[config.mk]
export PLATFORM = sky130hd
export DESIGN_NAME = axi_master_rd
export DESIGN_NICKNAME = d
export VERILOG_FILES = /design/src/rtl/axi_master_rd.sv
export SDC_FILE = /design/constraint.sdc
export NUM_CORES = 2
export LEC_CHECK = 0
export ABC_AREA = 1
export ABC_CLOCK_PERIOD_IN_PS = 67700
export CAP_MARGIN = 0
export CORE_MARGIN = 4
export CORE_UTILIZATION = 60
export CTS_CLUSTER_DIAMETER = 80
export DETAILED_ROUTE_END_ITERATION = 6
export MAX_ROUTING_LAYER = met4
export PLACE_DENSITY = 0.82
export SLEW_MARGIN = 5
export SYNTH_ARGS = -nofsm -noshare
export SYNTH_HDL_FRONTEND = slang
export SYNTH_MEMORY_MAX_BITS = 65536
export SYNTH_SLANG_ARGS = --single-unit
[constraint.sdc]
create_clock -name clk -period 67.7 [get_ports clk]
set_input_delay 13.54 -clock clk [delete_from_list [all_inputs] [get_ports clk]]
set_output_delay 13.54 -clock clk [all_outputs]
set_load 0.1 [all_outputs]
[src/rtl/axi_master_rd.sv]
// axi_master_rd: single-burst AXI4 read master feeding a show-ahead local read buffer
module axi_master_rd #(
    parameter int ID_WIDTH     = 2,
    parameter int ADDR_WIDTH   = 64,
    parameter int DATA_WIDTH   = 512,
    parameter int ARUSER_WIDTH = 8,
    parameter int FIFO_DEPTH   = 8
) (
    input  logic                    clk,
    input  logic                    rst_n,
    input  logic                    clear,
    input  logic [31:0]             i_snap_context,
    output logic [ID_WIDTH-1:0]     m_axi_arid,
    output logic [ADDR_WIDTH-1:0]   m_axi_araddr,
    output logic [7:0]              m_axi_arlen,
    output logic [2:0]              m_axi_arsize,
    output logic [1:0]              m_axi_arburst,
    output logic [3:0]              m_axi_arcache,
    output logic [2:0]              m_axi_arprot,
    output logic [3:0]              m_axi_arqos,
    output logic [3:0]              m_axi_arregion,
    output logic [1:0]              m_axi_arlock,
    output logic [ARUSER_WIDTH-1:0] m_axi_aruser,
    output logic                    m_axi_arvalid,
    input  logic                    m_axi_arready,
    input  logic [DATA_WIDTH-1:0]   m_axi_rdata,
    input  logic [1:0]              m_axi_rresp,
    input  logic                    m_axi_rlast,
    input  logic                    m_axi_rvalid,
    output logic                    m_axi_rready,
    output logic                    lcl_ibusy,
    input  logic                    lcl_istart,
    input  logic [ADDR_WIDTH-1:0]   lcl_iaddr,
    input  logic [7:0]              lcl_inum,
    input  logic                    lcl_ordy,
    output logic                    lcl_dv,
    output logic [DATA_WIDTH-1:0]   lcl_dout,
    output logic                    lcl_olast,
    output logic [5:0]              status
);
    localparam int AW = $clog2(FIFO_DEPTH);
    localparam int CW = AW + 1;

    typedef enum logic [1:0] {IDLE, ADDR, DATA, DRAIN} state_t;

    state_t              state, state_nxt;
    logic [DATA_WIDTH:0] mem [FIFO_DEPTH];
    logic [DATA_WIDTH:0] head;
    logic [AW-1:0]       wr_ptr, rd_ptr;
    logic [CW-1:0]       count;
    logic [8:0]          beats, beats_nxt;
    logic                start, push, pop, at_len, done, len_err, unused_ctx;
    logic [1:0]          rd_error;

    assign m_axi_arid     = '0;
    assign m_axi_arsize   = 3'd6;
    assign m_axi_arburst  = 2'd1;
    assign m_axi_arcache  = 4'd3;
    assign m_axi_arprot   = 3'd0;
    assign m_axi_arqos    = 4'd0;
    assign m_axi_arregion = 4'd0;
    assign m_axi_arlock   = 2'd0;
    assign m_axi_aruser   = i_snap_context[ARUSER_WIDTH-1:0];
    assign unused_ctx     = ^i_snap_context[31:ARUSER_WIDTH];

    assign m_axi_arvalid = state == ADDR;
    assign m_axi_rready  = (state == DATA) & ~count[AW];
    assign lcl_ibusy     = state != IDLE;
    assign head          = mem[rd_ptr];
    assign lcl_dv        = count != '0;
    assign lcl_dout      = head[DATA_WIDTH-1:0];
    assign lcl_olast     = lcl_dv & head[DATA_WIDTH];
    assign status        = {~lcl_dv, count[AW], len_err, lcl_ibusy, rd_error};

    assign start     = lcl_istart & ~clear & (state == IDLE) & (lcl_inum != 8'd0);
    assign push      = m_axi_rvalid & m_axi_rready;
    assign pop       = lcl_dv & lcl_ordy;
    assign beats_nxt = beats + 9'd1;
    assign at_len    = beats_nxt == {1'b0, m_axi_arlen} + 9'd1;
    // The terminating beat is always marked last so DRAIN can exit even without rlast
    assign done      = push & (m_axi_rlast | at_len);

    always_comb begin
        state_nxt = state;
        case (state)
            IDLE:  state_nxt = start ? ADDR : IDLE;
            ADDR:  state_nxt = m_axi_arready ? DATA : ADDR;
            DATA:  state_nxt = done ? DRAIN : DATA;
            DRAIN: state_nxt = (pop & head[DATA_WIDTH]) ? IDLE : DRAIN;
        endcase
    end

    always_ff @(posedge clk) begin
        if (!rst_n || clear) begin
            state    <= IDLE;
            wr_ptr   <= '0;
            rd_ptr   <= '0;
            count    <= '0;
            beats    <= '0;
            len_err  <= 1'b0;
            rd_error <= 2'b00;
        end else begin
            state    <= state_nxt;
            wr_ptr   <= wr_ptr + AW'(push);
            rd_ptr   <= rd_ptr + AW'(pop);
            count    <= count + CW'(push) - CW'(pop);
            beats    <= start ? 9'd0 : push ? beats_nxt : beats;
            len_err  <= len_err | (done & (m_axi_rlast ^ at_len));
            rd_error <= (push && m_axi_rresp != 2'b00) ? m_axi_rresp : rd_error;
        end
    end

    always_ff @(posedge clk) begin
        if (!rst_n) begin
            m_axi_araddr <= '0;
            m_axi_arlen  <= 8'd0;
        end else if (start) begin
            m_axi_araddr <= lcl_iaddr;
            m_axi_arlen  <= lcl_inum - 8'd1;
        end
    end

    always_ff @(posedge clk) begin
        if (push) mem[wr_ptr] <= {done, m_axi_rdata};
    end
endmodule

==> Yosys cells after proc, flatten, opt, wreduce, memory -nomap -nowiden <==
Memory sizes are Yosys's and may differ from the RTL's. A register that Yosys moved wholly into a read port is not among the register bits.
Cells that the tools add are included.
{ "word_totals": {"ff_bits": 96, "latchBits": 0, "ram_bits": 4104, "rom_bits": 0, "inputBits": 626, "elab_cells": 54, "mem_count": 1} }
{ "mem_list": {"columns": ["name", "depth", "word_bits", "read_ports", "rd_ports_with_merged_regs", "wr", "line", "text"], "rows": [
  ["mem", 8, 513, 1, 1, 1, "47", "logic [DATA_WIDTH:0] mem [FIFO_DEPTH];"]
]} }
{ "op_classes": {"addsub": 7, "multipliers": 0, "div_mod_pow": 0, "order_cmp": 0, "eq_ne": 4, "shifts": 0, "n_mux": 8, "bitwise_logic": 16, "reduce_logical": 9} }
{ "ops": {"columns": ["operator", "n"], "rows": [
  ["1-bit bitwise AND", 10],
  ["8-bit by 1-bit adder with 9-bit output (second input constant)", 1],
  ["9-bit by 1-bit adder with 9-bit output (second input constant)", 1],
  ["9-bit == test", 1],
  ["2-bit one-hot mux with 4 select lines", 1],
  ["8-bit nonzero test", 1],
  ["8-bit by 1-bit subtractor with 8-bit output (second input constant)", 1],
  ["3-bit by 1-bit adder with 3-bit output", 2],
  ["4-bit by 1-bit adder with 4-bit output", 1],
  ["2-bit == test (second input constant)", 2],
  ["1-bit two-way mux", 4],
  ["2-bit two-way mux", 2],
  ["2-bit nonzero test", 2],
  ["4-bit nonzero test", 1],
  ["4-bit by 1-bit subtractor with 4-bit output", 1],
  ["3-bit two-way mux", 1],
  ["1-bit NOT", 3],
  ["2-bit by 1-bit == test with 1-bit output (second input constant)", 1],
  ["2-bit zero test", 1],
  ["1-bit OR", 2],
  ["2-bit OR reduction", 1],
  ["1-bit logical AND", 1],
  ["1-bit zero test", 1],
  ["1-bit logical OR", 1],
  ["1-bit XOR", 1]
]} }

==> Longest topological paths before layout <==
{ "logic_depth": {"ltp_word": 6, "depth_mapped": 17, "mapped_depth_nobuf": 17} }

==> Least setup slack after synthesis <==
Ideal clock, no wire load.
{ "synth_path": {"kind": "input port to flip-flop", "startpoint": "in m_axi_rvalid", "endpoint": "mem mem[1][0] (netlist name) (enable)", "setup_time_ns": 2.022, "t_arrival_ns": 48.567, "required_ns": 65.678, "setup_slack_ns": 17.111, "path_stages": 5, "n_path_buf": 1, "path_cell_list": "nand2_1 -> inv_1 -> buf_2 -> nand2_1 -> nor3_1"} }
{ "synth_via": {"elab_chain_cells": 3} }
{ "synth_lines": {"columns": ["item", "line", "text"], "rows": [
  ["start: declaration", "29", "input logic m_axi_rvalid,"],
  ["1-bit bitwise AND", "76", "assign push = m_axi_rvalid & m_axi_rready;"],
  ["net push", "52", "logic start, push, pop, at_len, done, len_err, unused_ctx;"],
  ["1-bit two-way mux", "124", "if (push) mem[wr_ptr] <= {done, m_axi_rdata};"],
  ["1-bit two-way mux (not written as such)", "124", null],
  ["end: declaration", "47", null]
]} }
The timed path passes the listed nets, and every way through them passes these cells.

==> Worst setup path in the final report <==
{ "layout_path": {"startpoint": "in i_snap_context[1]", "endpoint": "out m_axi_aruser[1]"} }
{ "layout_lines": {"columns": ["item", "line", "text"], "rows": [
  ["start: declaration", "12", "input logic [31:0] i_snap_context,"],
  ["end: declaration", "23", "output logic [ARUSER_WIDTH-1:0] m_axi_aruser,"]
]} }
No word-level cell between the ends.

==> results.ini <==
[run_status]
status = finished with violations
violations = DRC

[clocking]
cts_tree = done
h-tree-depth = 5
post_cts_buffers = 0
cts_buffer_depth = 4
cts_made_buffers = 402
cts_root_buf = clkbuf_16
hold_buffers = 0
cts.sinks = 4200
clkSlewWorstSetupHoldPaths_ns = 0.06
clkLatencyLatePin_ns = 0.97
cts_resized = 0

[synthesis]
synth-simple-area-share = 0.09093
synth_compound_area_frac = 0.1065
synth_async_sr_flop_share = 0
synth_top_family_by_area = compound AO/OA/AOI/OAI gates
synth.area.top_cells = edfxtp_1 76%, nor2_1 8.8%, o21ai_0 5.9%
syn_area_per_cell_sq_um = 13.23
ys_warn_count = 0
ys_ff_latch = 4200
synthesis.area_sq_mm = 0.1614
synth-xor-area-share = 0.0005969
ys_seq_area_frac = 0.7754
ys_types = 30
synth_top_cell_area_share = 0.7635
synth_edf_count = 4104
synth_top_cell_by_area = edfxtp_1
synthAdderAreaFrac = 0.001209
synthMuxAreaShare = 0
synthFlopType = edfxtp_1
syn_inst = 12200

[timing]
tns_ns = 0
finalHoldViolations = 0
setup_ws_ns = 40.61
fmax_ghz = 0.03692
rsz0062_at_grt = no
max_slew_margin = 0.08883
finalSetupViolations = 0
skew_ns = 0.06066
fin_crit_sh = 0.4001
fin_hold_ws_ns = 0.4797
slew_violations = 0
tightest_slew_ns = 1.367
period_minus_slack_ns = 27.09

[drt]
drcViolationCount = 1
final_antenna_net_count = 0
vias = 106500
totalWireLength_mm = 429.4
wl_per_cell_um = 25.03
via_per_inst = 6.208
first_iter_violations = 14860
first_pass_iters = 6

[floorplan]
rows = 190
core_sq_mm = 0.2679
ios = 1253
dieWidth_um = 526.7
fp.dieH_um = 526.7
start_util = 0.6025
die-area_sq_mm = 0.2774

[cells_and_area]
layout_commonest_cell = edfxtp_1
stdcell_count = 17150
fin_area_sq_mm = 0.1885
mostFrequentLayoutCells = 4,104 x edfxtp_1, 3,767 x nor2_1, 1,915 x o21ai_0, 1,154 x clkdlybuf4s50_1, 513 x a31oi_1
syn2layout_area_growth_pct = 16.80
drive_gt1_frac = 0.05606
fin_nets = 13740

[job]
cap_violations = 0

[worst_setup_path]
critPathKind = primary input to output port
crit_end = m_axi_aruser[1]
r2r_end = mem[2][70]
cp.depth = 0
critPathLaunch = i_snap_context[1]
r2r_slack_ns = 60.79
required_ns = 54.16
start_kind = primary input
arrival_ns = 13.55
worstPathMaxFanout = 1
cp-end-kind = output port
reg2reg_depth = 11
reg2reg_from = state[0]

[min_path]
hold_path.class = flip-flop to flip-flop
min_from = rd_error[0]

[global_routing]
use_met1 = 0.3672
grt_pass1_wl_mm = 631.5
grtUsageMet2 = 0.4796
grtUsageMet3 = 0.09386
grt_overflow = 0
first_global_vias = 104100
grt_usage = 0.3069
grt_max_degree = 267
grt_busiest_layer = met2
antenna_found_initial = 150

[power]
ir_drop_v = 0.00003048
powerDensity_mw_per_mm2 = 29.95
p_leak_nw = 61.74

[placement]
portBuffers = 1188
dp.cells = 16250
finalWeightedCongestion = 0.8505
place_ws_ns = 40.61
hpwlAfterDp_mm = 236.1
place_area_sq_mm = 0.1753

==> cells in the mapped netlist, drive strengths merged (2+ instances only) <==
cell and count:
or2 3, a21oi 19, conb 2, dfxtp 96, inv 45, clkbuf 467, ha 14, nand2 87
nor3 3, nor3b 2, a211oi 4, buf 389, o22ai 512, o21ai 2128, xnor2 6, a31oi 513
edfxtp 4104, nor2 3773, xor2 5, nand4 3, nand3 20, nand3b 2
==> metrics by stage <==
| step | util | power, W |
|---|---|---|
| 4_1_cts | 0.7021 | 0.005654 |
| 2_1_floorplan | - | 0.003334 |
| 3_5_place_dp | 0.6543 | 0.003507 |
| 5_1_grt | 0.7034 | 0.005803 |
| 3_3_place_gp | 0.6543 | 0.003489 |
| 6_report | 0.7037 | 0.005646 |
==> final cells by class <==
| class | count | area [sq um] |
|---|---|---|
| clock buffers | 500 | 10440 |
| repair buffers | 1332 | 13170 |
| multi-input cells | 7120 | 32300 |
| fillers | 15830 | 79390 |
| diodes | 167 | 417.9 |
| inverters | 45 | 200.2 |
| clock inverters | 235 | 2382 |
| well taps | 3552 | 4444 |
| flip-flops and latches | 4200 | 125200 |
==> where the power goes <==
group / internal, W / switching [W] / total, W
sequential: 0.00286 / 0.00000354 / 0.00286
combinational: 0.000139 / 0.000464 / 0.000603
clock: 0.00122 / 0.000961 / 0.00218
total: 0.00422 / 0.00143 / 0.00565
==> worst min path at each step <==
stage / to / cells past startpoint
floorplan: len_err / 2
global placement: rd_error[0] / 2
detailed placement: rd_error[0] / 2
CTS: rd_error[0] / 2
global route: rd_error[0] / 2
finish: rd_error[0] / 2
==> sequential cells by signal, summed over array words and instances, names as in the netlist, 2 cells and up <==
name          flops
beats             9
count             4
m_axi_araddr     64
m_axi_arlen       8
mem            4104
rd_error          2
rd_ptr            3
state             2
wr_ptr            3
==> logic make-up (layout without fill, tap and decap cells) <==
group | after synthesis | count (layout)
flip-flops | 4200 | 4200
XOR/XNOR | 11 | 11
adder cells (fa/ha/maj) | 15 | 15
AO/OA/AOI/OAI | 3176 | 3176
buffers and inverters | 901 | 2112
other | 2 | 191
AND/OR/NAND/NOR | 3894 | 3894
==> routing by layer <==
metal | vias up | routed length (um)
met5 | - | 0
met4 | 0 | 20870
met3 | 1021 | 53800
met2 | 6619 | 208000
met1 | 52210 | 146700
li1 | 46630 | -
No activity file was read; power rests on OpenSTA's default activity.
